## src/rtl/rr_arb_pkg.sv

```systemverilog
// rr_arb_pkg: shared definitions for the eight-requester round-robin arbiter.
//   N_REQ           number of requesters (8)
//   PTR_W           width of the round-robin priority pointer (3)
//   DEF_TIMEOUT_CYC default maximum grant hold time in cycles (16)
//   arb_state_e     arbiter FSM states (IDLE, GRANT)
//   onehot_to_idx   converts a one-hot grant into the owner index
package rr_arb_pkg;

    localparam int N_REQ           = 8;
    localparam int PTR_W           = 3;
    localparam int DEF_TIMEOUT_CYC = 16;

    typedef enum logic {
        IDLE  = 1'b0,
        GRANT = 1'b1
    } arb_state_e;

    // ORing every set index is exact because the input is one-hot.
    function automatic logic [PTR_W-1:0] onehot_to_idx(input logic [N_REQ-1:0] oh);
        logic [PTR_W-1:0] idx;
        idx = '0;
        for (int i = 0; i < N_REQ; i++) begin
            if (oh[i]) begin
                idx = idx | PTR_W'(i);
            end
        end
        return idx;
    endfunction

endpackage

```

## src/rtl/rr_arbiter8_if.sv

```systemverilog
// rr_arbiter8_if: request/grant bundle between the requesters and the arbiter.
//   req[7:0]   request lines, bit i is requester i (level-sensitive)
//   done       current owner releases its grant
//   gnt[7:0]   one-hot grant or all-zero, feeds the 8-to-3 encoder
//   gnt_valid  high while any grant is held
//   timeout    one-cycle pulse when a grant is force-released
// Modports: master = requester side, slave = arbiter side.
interface rr_arbiter8_if;
    import rr_arb_pkg::*;

    logic [N_REQ-1:0] req;
    logic             done;
    logic [N_REQ-1:0] gnt;
    logic             gnt_valid;
    logic             timeout;

    modport master (
        output req,
        output done,
        input  gnt,
        input  gnt_valid,
        input  timeout
    );

    modport slave (
        input  req,
        input  done,
        output gnt,
        output gnt_valid,
        output timeout
    );

endinterface

```

## src/rtl/rr_arbiter8_pick.sv

```systemverilog
// rr_pick8: combinational round-robin selector.
//   req[7:0]  request lines
//   ptr[2:0]  index with highest priority; priority falls off circularly
//   pick[7:0] one-hot winner, zero when no request is set
//   any       high when any request is set
// The requests are rotated so ptr lands on bit 0, the lowest set bit is
// isolated, and the result is rotated back into requester positions.
module rr_pick8
    import rr_arb_pkg::*;
(
    input  logic [N_REQ-1:0] req,
    input  logic [PTR_W-1:0] ptr,
    output logic [N_REQ-1:0] pick,
    output logic             any
);

    logic [N_REQ-1:0] req_rot;
    logic [N_REQ-1:0] first_rot;

    always_comb begin
        req_rot = '0;
        for (int i = 0; i < N_REQ; i++) begin
            req_rot[i] = req[PTR_W'(i) + ptr];
        end
    end

    // Two's-complement trick: x & -x keeps only the lowest set bit.
    assign first_rot = req_rot & (~req_rot + N_REQ'(1));

    always_comb begin
        pick = '0;
        for (int i = 0; i < N_REQ; i++) begin
            pick[i] = first_rot[PTR_W'(i) - ptr];
        end
    end

    assign any = |req;

endmodule

```

## src/rtl/rr_arbiter8.sv

```systemverilog
// rr_arbiter8: eight-requester round-robin arbiter with held grants.
//   clk     rising-edge clock
//   rst_n   asynchronous active-low reset
//   bus     rr_arbiter8_if.slave (req, done in; gnt, gnt_valid, timeout out)
// Parameter TIMEOUT_CYC (2..255): maximum grant hold time, only used when
// the macro RR_ARB_TIMEOUT_EN is defined. Without the macro no hold counter
// is built and timeout is constant 0.
// Every release returns through IDLE, which guarantees one all-zero gnt
// cycle between owners.
module rr_arbiter8
    import rr_arb_pkg::*;
#(
    parameter int TIMEOUT_CYC = DEF_TIMEOUT_CYC
) (
    input  logic         clk,
    input  logic         rst_n,
    rr_arbiter8_if.slave bus
);

    arb_state_e       state_q, state_d;
    logic [N_REQ-1:0] gnt_q, gnt_d;
    logic             gnt_valid_q;
    logic [PTR_W-1:0] ptr_q, ptr_d;
    logic [N_REQ-1:0] pick_gnt;
    logic             pick_any;
    logic             withdrawn;
    logic             expired;

    if (TIMEOUT_CYC < 2 || TIMEOUT_CYC > 255) begin : g_bad_timeout
        $error("rr_arbiter8: TIMEOUT_CYC must be within 2..255");
    end

    rr_pick8 u_pick (
        .req  (bus.req),
        .ptr  (ptr_q),
        .pick (pick_gnt),
        .any  (pick_any)
    );

    // Owner's request line dropped while it holds the grant.
    assign withdrawn = (bus.req & gnt_q) == '0;

    always_comb begin
        state_d = state_q;
        gnt_d   = gnt_q;
        ptr_d   = ptr_q;
        case (state_q)
            IDLE: begin
                gnt_d = '0;
                if (pick_any) begin
                    gnt_d   = pick_gnt;
                    state_d = GRANT;
                end
            end
            GRANT: begin
                if (bus.done || withdrawn || expired) begin
                    gnt_d   = '0;
                    ptr_d   = onehot_to_idx(gnt_q) + PTR_W'(1);
                    state_d = IDLE;
                end
            end
            default: begin
                gnt_d   = '0;
                state_d = IDLE;
            end
        endcase
    end

    always_ff @(posedge clk or negedge rst_n) begin
        if (!rst_n) begin
            state_q     <= IDLE;
            gnt_q       <= '0;
            gnt_valid_q <= 1'b0;
            ptr_q       <= '0;
        end else begin
            state_q     <= state_d;
            gnt_q       <= gnt_d;
            gnt_valid_q <= |gnt_d;
            ptr_q       <= ptr_d;
        end
    end

`ifdef RR_ARB_TIMEOUT_EN
    logic [7:0] hold_cnt_q;
    logic       timeout_q;

    assign expired = (state_q == GRANT) && (hold_cnt_q == 8'(TIMEOUT_CYC - 1));

    // Counter reads 0 in the first GRANT cycle; timeout flags only a forced
    // release, so a done or withdrawal on the expiry cycle does not pulse it.
    always_ff @(posedge clk or negedge rst_n) begin
        if (!rst_n) begin
            hold_cnt_q <= '0;
            timeout_q  <= 1'b0;
        end else begin
            timeout_q <= expired && !bus.done && !withdrawn;
            if (state_q == GRANT) begin
                hold_cnt_q <= hold_cnt_q + 8'd1;
            end else begin
                hold_cnt_q <= '0;
            end
        end
    end

    assign bus.timeout = timeout_q;
`else
    assign expired     = 1'b0;
    assign bus.timeout = 1'b0;
`endif

    assign bus.gnt       = gnt_q;
    assign bus.gnt_valid = gnt_valid_q;

endmodule

```

## src/flat_wrapper.sv

```systemverilog
// flat-port wrapper written by rule: the top's interface ports become plain ports
module rr_arbiter8_flat import rr_arb_pkg::*;
#(
    parameter int TIMEOUT_CYC = DEF_TIMEOUT_CYC
)
  (clk, rst_n, bus_req, bus_done, bus_gnt, bus_gnt_valid, bus_timeout);
  rr_arbiter8_if bus_i ();
  input  logic clk;
  input  logic rst_n;
  input wire logic [$bits(bus_i.req)-1:0] bus_req;
  input wire logic [$bits(bus_i.done)-1:0] bus_done;
  output wire logic [$bits(bus_i.gnt)-1:0] bus_gnt;
  output wire logic [$bits(bus_i.gnt_valid)-1:0] bus_gnt_valid;
  output wire logic [$bits(bus_i.timeout)-1:0] bus_timeout;
  assign bus_i.req = bus_req;
  assign bus_i.done = bus_done;
  assign bus_gnt = bus_i.gnt;
  assign bus_gnt_valid = bus_i.gnt_valid;
  assign bus_timeout = bus_i.timeout;
  rr_arbiter8 #(.TIMEOUT_CYC(TIMEOUT_CYC)) u_core (.clk(clk), .rst_n(rst_n), .bus(bus_i));
endmodule
```

## config.mk

```make
export PLATFORM = sky130hd
export DESIGN_NAME = rr_arbiter8_flat
export DESIGN_NICKNAME = d
export VERILOG_FILES = /design/src/rtl/rr_arb_pkg.sv /design/src/rtl/rr_arbiter8_if.sv /design/src/rtl/rr_arbiter8_pick.sv /design/src/rtl/rr_arbiter8.sv /design/src/flat_wrapper.sv
export SDC_FILE = /design/constraint.sdc
export NUM_CORES = 1
export LEC_CHECK = 0
export CORE_ASPECT_RATIO = 0.5
export CORE_MARGIN = 5
export CORE_UTILIZATION = 59
export CTS_BUF_LIST = sky130_fd_sc_hd__clkbuf_8
export DETAILED_ROUTE_END_ITERATION = 8
export GPL_ROUTABILITY_DRIVEN = 0
export PLACE_DENSITY = 0.93
export SYNTH_ARGS = -nofsm -noshare
export SYNTH_HDL_FRONTEND = slang
export SYNTH_SLANG_ARGS = --single-unit
export TNS_END_PERCENT = 20
```

## constraint.sdc

```tcl
create_clock -name clk -period 4.13 [get_ports clk]
set_input_delay 0.413 -clock clk [delete_from_list [all_inputs] [get_ports clk]]
set_output_delay 0.413 -clock clk [all_outputs]
set_load 0.005 [all_outputs]
```

## Word-level counts from Yosys, hierarchy flattened

Cells that the tools add are included.

| word-level totals | value |
|---|---|
| register bits after elaboration | 13 |
| output and inout port bits | 10 |
| input bits | 11 |
| word-level logic and storage cells | 93 |

| operators by class | value |
|---|---|
| magnitude comparators | 16 |
| bitwise gates (word level) | 4 |
| mux-type cells | 47 |
| reductions and logical operators | 5 |
| $add $sub $neg | 17 |

Operators by type and width:

| operator | number |
|---|---|
| $lt A3 B4 Y1 const B | 16 |
| $bmux W1 S3 | 16 |
| $mux W1 | 19 |
| $mux W3 | 6 |
| $and A8 B8 Y8 | 2 |
| $mux W8 | 2 |
| $pmux W8 S2 | 1 |
| $reduce_or A8 Y1 | 2 |
| $add A3 B3 Y3 const A | 4 |
| $sub A3 B3 Y3 const A | 4 |
| $add A8 B1 Y8 const B | 1 |
| $logic_not A8 Y1 | 1 |
| $not A8 Y8 | 1 |
| $add A2 B3 Y3 const A | 2 |
| $sub A1 B3 Y3 const A | 2 |
| $sub A2 B3 Y3 const A | 2 |
| $mux W2 | 2 |
| $add A1 B3 Y3 const A | 1 |
| $add A3 B1 Y3 const B | 1 |
| $pmux W1 S2 | 1 |
| $reduce_and A2 Y1 | 1 |
| $logic_or A1 B1 Y1 | 1 |
| $not A1 Y1 | 1 |

## Longest topological paths before layout

| depth | value |
|---|---|
| depth in word-level cells | 11 |
| mapped depth | 14 |
| mapped depth without buffers | 9 |

## By module

From an unflattened synthesis, not the netlist that was laid out.

| second synthesis, totals | value |
|---|---|
| cells, all modules | 166 |
| area total of the unflattened synthesis | 1686.6 um2 |

Modules (own cells, without submodules):

| module | cells an instance | instances | area an instance (um2) | seq. area each (um2) |
|---|---|---|---|---|
| rr_pick8 | 118 | 1 | 1079.8 | 0.0 |
| rr_arbiter8 | 48 | 1 | 606.8 | 325.3 |

## Worst setup path before layout

No wires, ideal clock.

| timing | value |
|---|---|
| path kind | register to register |
| start point | register u_core.ptr_q[1] |
| end point | register u_core.gnt_valid_q, in the netlist u_core.bus.gnt_valid |
| setup time | 139 ps |
| period minus slack after synthesis | 3105 ps |
| buffers on the path | 5 |
| data arrival time | 2966 ps |
| cell stages (with the launch flop) | 14 |
| data required time | 3991 ps |
| path slack | 1025 ps |
| cell sequence | dfrtp_1 > buf_6 > buf_8 > buf_2 > inv_1 > ha_1 > buf_4 > buf_6 > mux4_2 > a2bb2oi_1 > o21ai_1 > a211oi_1 > a31oi_1 > or4_1 |

| between the ends | value |
|---|---|
| word-level cells in the longest chain between the ends | 11 |

Ends and longest elaborated chain:

| item | RTL line | text |
|---|---|---|
| start: declaration | rr_arbiter8.sv:23 | `logic [PTR_W-1:0] ptr_q, ptr_d;` |
| start signal: assignment | rr_arbiter8.sv:79 | `ptr_q <= ptr_d;` |
| $add A1 B3 Y3, or another cell as far along | rr_arbiter8_pick.sv:23 | `req_rot[i] = req[PTR_W'(i) + ptr];` |
| $bmux W1 S3 | rr_arbiter8_pick.sv:23 |  |
| $mux W1 (not written as such) | rr_arbiter8_pick.sv:23 |  |
| $not A8 Y8 | rr_arbiter8_pick.sv:28 | `assign first_rot = req_rot & (~req_rot + N_REQ'(1));` |
| $add A8 B1 Y8 | rr_arbiter8_pick.sv:28 |  |
| $and A8 B8 Y8 | rr_arbiter8_pick.sv:28 |  |
| $bmux W1 S3 | rr_arbiter8_pick.sv:33 | `pick[i] = first_rot[PTR_W'(i) - ptr];` |
| $mux W1 (not written as such) | rr_arbiter8_pick.sv:33 |  |
| $mux W8 * | rr_arbiter8.sv:50 | `if (pick_any) begin` |
| $pmux W8 S2 * | rr_arbiter8.sv:47 | `case (state_q)` |
| $reduce_or A8 Y1 * | rr_arbiter8.sv:78 | `gnt_valid_q <= \|gnt_d;` |
| end signal: assignment | rr_arbiter8.sv:78 |  |
| end: declaration | rr_arbiter8.sv:22 | `logic gnt_valid_q;` |

Mark *: on every way between the ends. The rest lies on a longest branch, timed or not. The select of a mux whose other input is x is not followed.
A chain may end at the register's enable or synchronous reset.

## Worst setup path in the final report

| timing | value |
|---|---|
| start point | register u_core.ptr_q[2] |
| end point | register u_core.gnt_valid_q, in the netlist u_core.bus.gnt_valid |

The elaborated chain is that of the path after synthesis.

==> flow_metrics.py <==
metrics = {
    "drt": {
        "wire_per_inst_um": 22.9,
        "drt_iter0_markers": 253,
        "drtAntennaViolNets": 0,
        "drt-pass1-iter-count": 5,
        "wl_mm": 5.27,
        "vias_per_cell": 7.72,
        "drcViolationCount": 0,
        "vias": 1775,
    },
    "power": {
        "power_density_nw_per_um2": 953,
        "intPower_uw": 975,
        "sequentialPowerShare": 0.141,
        "pwr-share-comb": 0.801,
        "p_leak_nw": 0.810,
        "sw_frac_of_total": 0.497,
        "switchingPower_uw": 963,
        "clockPowerShare": 0.058,
        "vdd_ir_drop_max_mv": 0.570,
        "fin_total_pwr_mw": 1.94,
    },
    "finish": {
        "fin_area_um2": 2030,
        "nets": 205,
        "n_fill_cell": 217,
        "area_growth_pct": 7.62,
        "drive_above_1_share": 0.200,
        "stdcell_count": 230,
        "diodes": 0,
    },
    "floorplanning": {
        "fp-row-count": 14,
        "core_area_um2": 3030,
        "initial_core_util": 0.623,
        "die_w_um": 90.0,
        "io_pins": 21,
        "chipHeight_um": 50.0,
        "die-area_um2": 4500,
    },
    "clock_tree": {
        "cts_made_buffers": 3,
        "root_buffer": "clkbuf_8",
        "cts_htree_levels": 1,
        "cts_buffer_depth": 2,
        "post_cts_buffers": 0,
        "clock_sinks": 13,
        "clk_pin_slew_ns": 0.05,
        "cts-resized-gates": 0,
        "clk_latency_ns": 0.25,
        "hold_buffers": 0,
        "cts_tree": "built",
    },
    "synth": {
        "synth_fa_ha_area_frac": 0.0199,
        "syn-num-nets": 201,
        "yosysSeqAreaShare": 0.172,
        "synth_cell_types": 55,
        "synth_mux_area_frac": 0.339,
        "synth_xor_xnor_area_share": 0.0238,
        "synthCells": 187,
        "netlist_area_um2": 1890,
        "synthSimpleGateAreaFrac": 0.134,
        "synth-compound-area-share": 0.219,
        "postSynth.asyncResetShare": 1.00,
        "ys_ff_latch": 13,
        "yosysWarnings": 0,
        "syn_avg_cell_area_um2": 10.1,
        "synth_edf_count": 0,
        "ys.flop_type": "dfrtp_1",
        "synth_top_family_by_area": "multiplexers",
    },
    "worst_setup_path": {
        "cp.required_ns": 4.24,
        "worstPathMaxFanout": 24,
        "crit_path_end_kind": "flip-flop",
        "slowest_delay_ns": 0.82,
        "cp_top_family": "compound AO/OA/AOI/OAI gates",
        "critPathLaunchType": "flip-flop",
        "cp_slowest_cell": "dfrtp_1",
        "critPathBufInv": 0,
        "worstPathArrival_ns": 3.56,
        "path_cells": "xnor2_1, mux4_2, a2bb2oi_1, o21ai_1, a211oi_1, a31oi_1, or4_1",
        "path_class": "flip-flop to flip-flop",
        "ff2ff_path_depth": 7,
        "crit_cells": 7,
    },
    "timing": {
        "max_freq_mhz": 290,
        "final_hold_viol_count": 0,
        "setup_violations": 0,
        "slew_headroom": 0.209,
        "hold_slack_ns": 0.542,
        "period_share": 0.835,
        "drv_slew": 0,
        "clock_skew_ns": 0.00265,
        "worstMarginPinSlew_ns": 1.19,
        "period_minus_slack_ns": 3.45,
        "rsz0062_at_grt": "false",
        "tns_ns": 0,
    },
    "job": {
        "max_cap_viol_count": 0,
    },
    "outcome": {
        "status": "completed",
    },
    "place": {
        "dp.cells": 226,
        "portBuffers": 19,
        "dp_hpwl_mm": 3.68,
        "postPlaceCellArea_um2": 1990,
    },
    "global_route": {
        "track_usage": 0.236,
        "grt_pass1_wl_mm": 8.76,
        "grt-ovfl-total": 0,
        "grt_pass1_vias": 1717,
        "grt_antenna_before_repair": 0,
        "grt_max_degree": 25,
    },
    "worst_hold_path": {
        "hp-class": "primary input to asynchronous set/reset pin",
    },
}
==> metal layers <==
| metal | vias to the layer above | wire, µm | part of all wire | GRT usage |
|---|---|---|---|---|
| met2 | 170 | 2430 | 0.46 | 0.377 |
| met5 | - | 0 | 0 | 0 |
| met1 | 837 | 2060 | 0.39 | 0.336 |
| met4 | 0 | 159 | 0.030 | 0.0569 |
| li1 | 739 | - | - | - |
| met3 | 29 | 617 | 0.12 | 0.0365 |
==> logic make-up after synthesis <==
| logic type | after synthesis |
|---|---|
| simple gates | 50 |
| other cells | 1 |
| buf+inv | 26 |
| mux | 44 |
| flops | 13 |
| fa+ha+maj | 3 |
| compound gates | 47 |
| xor+xnor | 3 |
==> Yosys cell counts, drive strengths merged, types with 3 or more instances <==
master	number	share of area
or4	3	0.012
inv	4	0.0079
nand2b	5	0.017
nor4	6	0.020
buf	14	0.067
mux2i	25	0.13
a22oi	8	0.042
mux2	4	0.024
a21oi	5	0.015
nand3	5	0.013
nand2	16	0.032
clkbuf	8	0.016
dfrtp	13	0.17
o21ai	8	0.021
nor2	9	0.021
mux4	15	0.18
nor3	4	0.013
ha	3	0.020
a22o	6	0.028
==> power groups by stage <==
stage	Sequential (mW)	Clock, mW	Combinational (mW)
floorplan	0.224	0	1.32
global placement	0.266	0	1.45
detailed placement	0.270	0	1.51
CTS	0.269	0.111	1.53
global route	0.282	0.120	1.66
finish	0.274	0.113	1.55
==> registers in the layout, indices dropped and copies added (netlist names) <==
signal and cells:
u_core.bus.gnt 8, u_core.ptr_q 3, u_core.bus.gnt_valid 1, u_core.state_q 1
==> cell type report <==
| cell class | count | area [µm²] | share of cell area |
|---|---|---|---|
| timing repair buffer | 21 | 205 | 0.101 |
| tap | 40 | 50.0 | 0.0246 |
| inverter | 4 | 15.0 | 0.00738 |
| sequential | 13 | 325 | 0.160 |
| multi-input combinational | 148 | 1390 | 0.685 |
| clock inverter | 1 | 3.75 | 0.00185 |
| clock buffer | 3 | 41.3 | 0.0203 |
==> path summary, 6_finish.rpt <==
path	endpoint	slack, ns	from
max	u_core.bus.gnt_valid	0.68	u_core.ptr_q[2]
min	u_core.bus.gnt[7]	0.54	rst_n
max reg2reg	u_core.bus.gnt_valid	0.68	u_core.ptr_q[2]
min reg2reg	u_core.bus.gnt[1]	0.58	u_core.bus.gnt[1]
max in group asynchronous	u_core.ptr_q[0]	3.20	rst_n
min in group clk	u_core.bus.gnt[1]	0.58	u_core.bus.gnt[1]
==> metrics by stage <==
step / worst slack [ns] / utilization
finish: 0.682 / 0.671
global route: 0.486 / 0.671
CTS: 0.771 / 0.671
detailed placement: 0.799 / 0.656
global placement: 0.887 / 0.656
floorplan: 1.03 / -
==> worst register-to-register path, delay by kind of cell (launching register included) <==
family | cells | cell delay, ns
muxes | 1 | 0.40
AOI/OAI and AO/OA | 4 | 0.85
xor gates and xnor gates | 1 | 0.82
and+or+nand+nor | 1 | 0.43
DFF | 1 | 0.82
==> placed cells by master (no fill, tap or decap), drive strengths merged, types with 3 or more instances in the layout <==
cell type       n
dfrtp          13
or4             3
ha              3
clkbuf          3
a22o            6
nand2          16
a22oi           8
mux4           15
nand3           5
nor3            4
inv             5
nor4            6
clkdlybuf4s50  19
nor2            9
a21oi           5
mux2i          25
nand2b          5
mux2            4
o21ai           8
No activity file was read; power rests on OpenSTA's default activity.
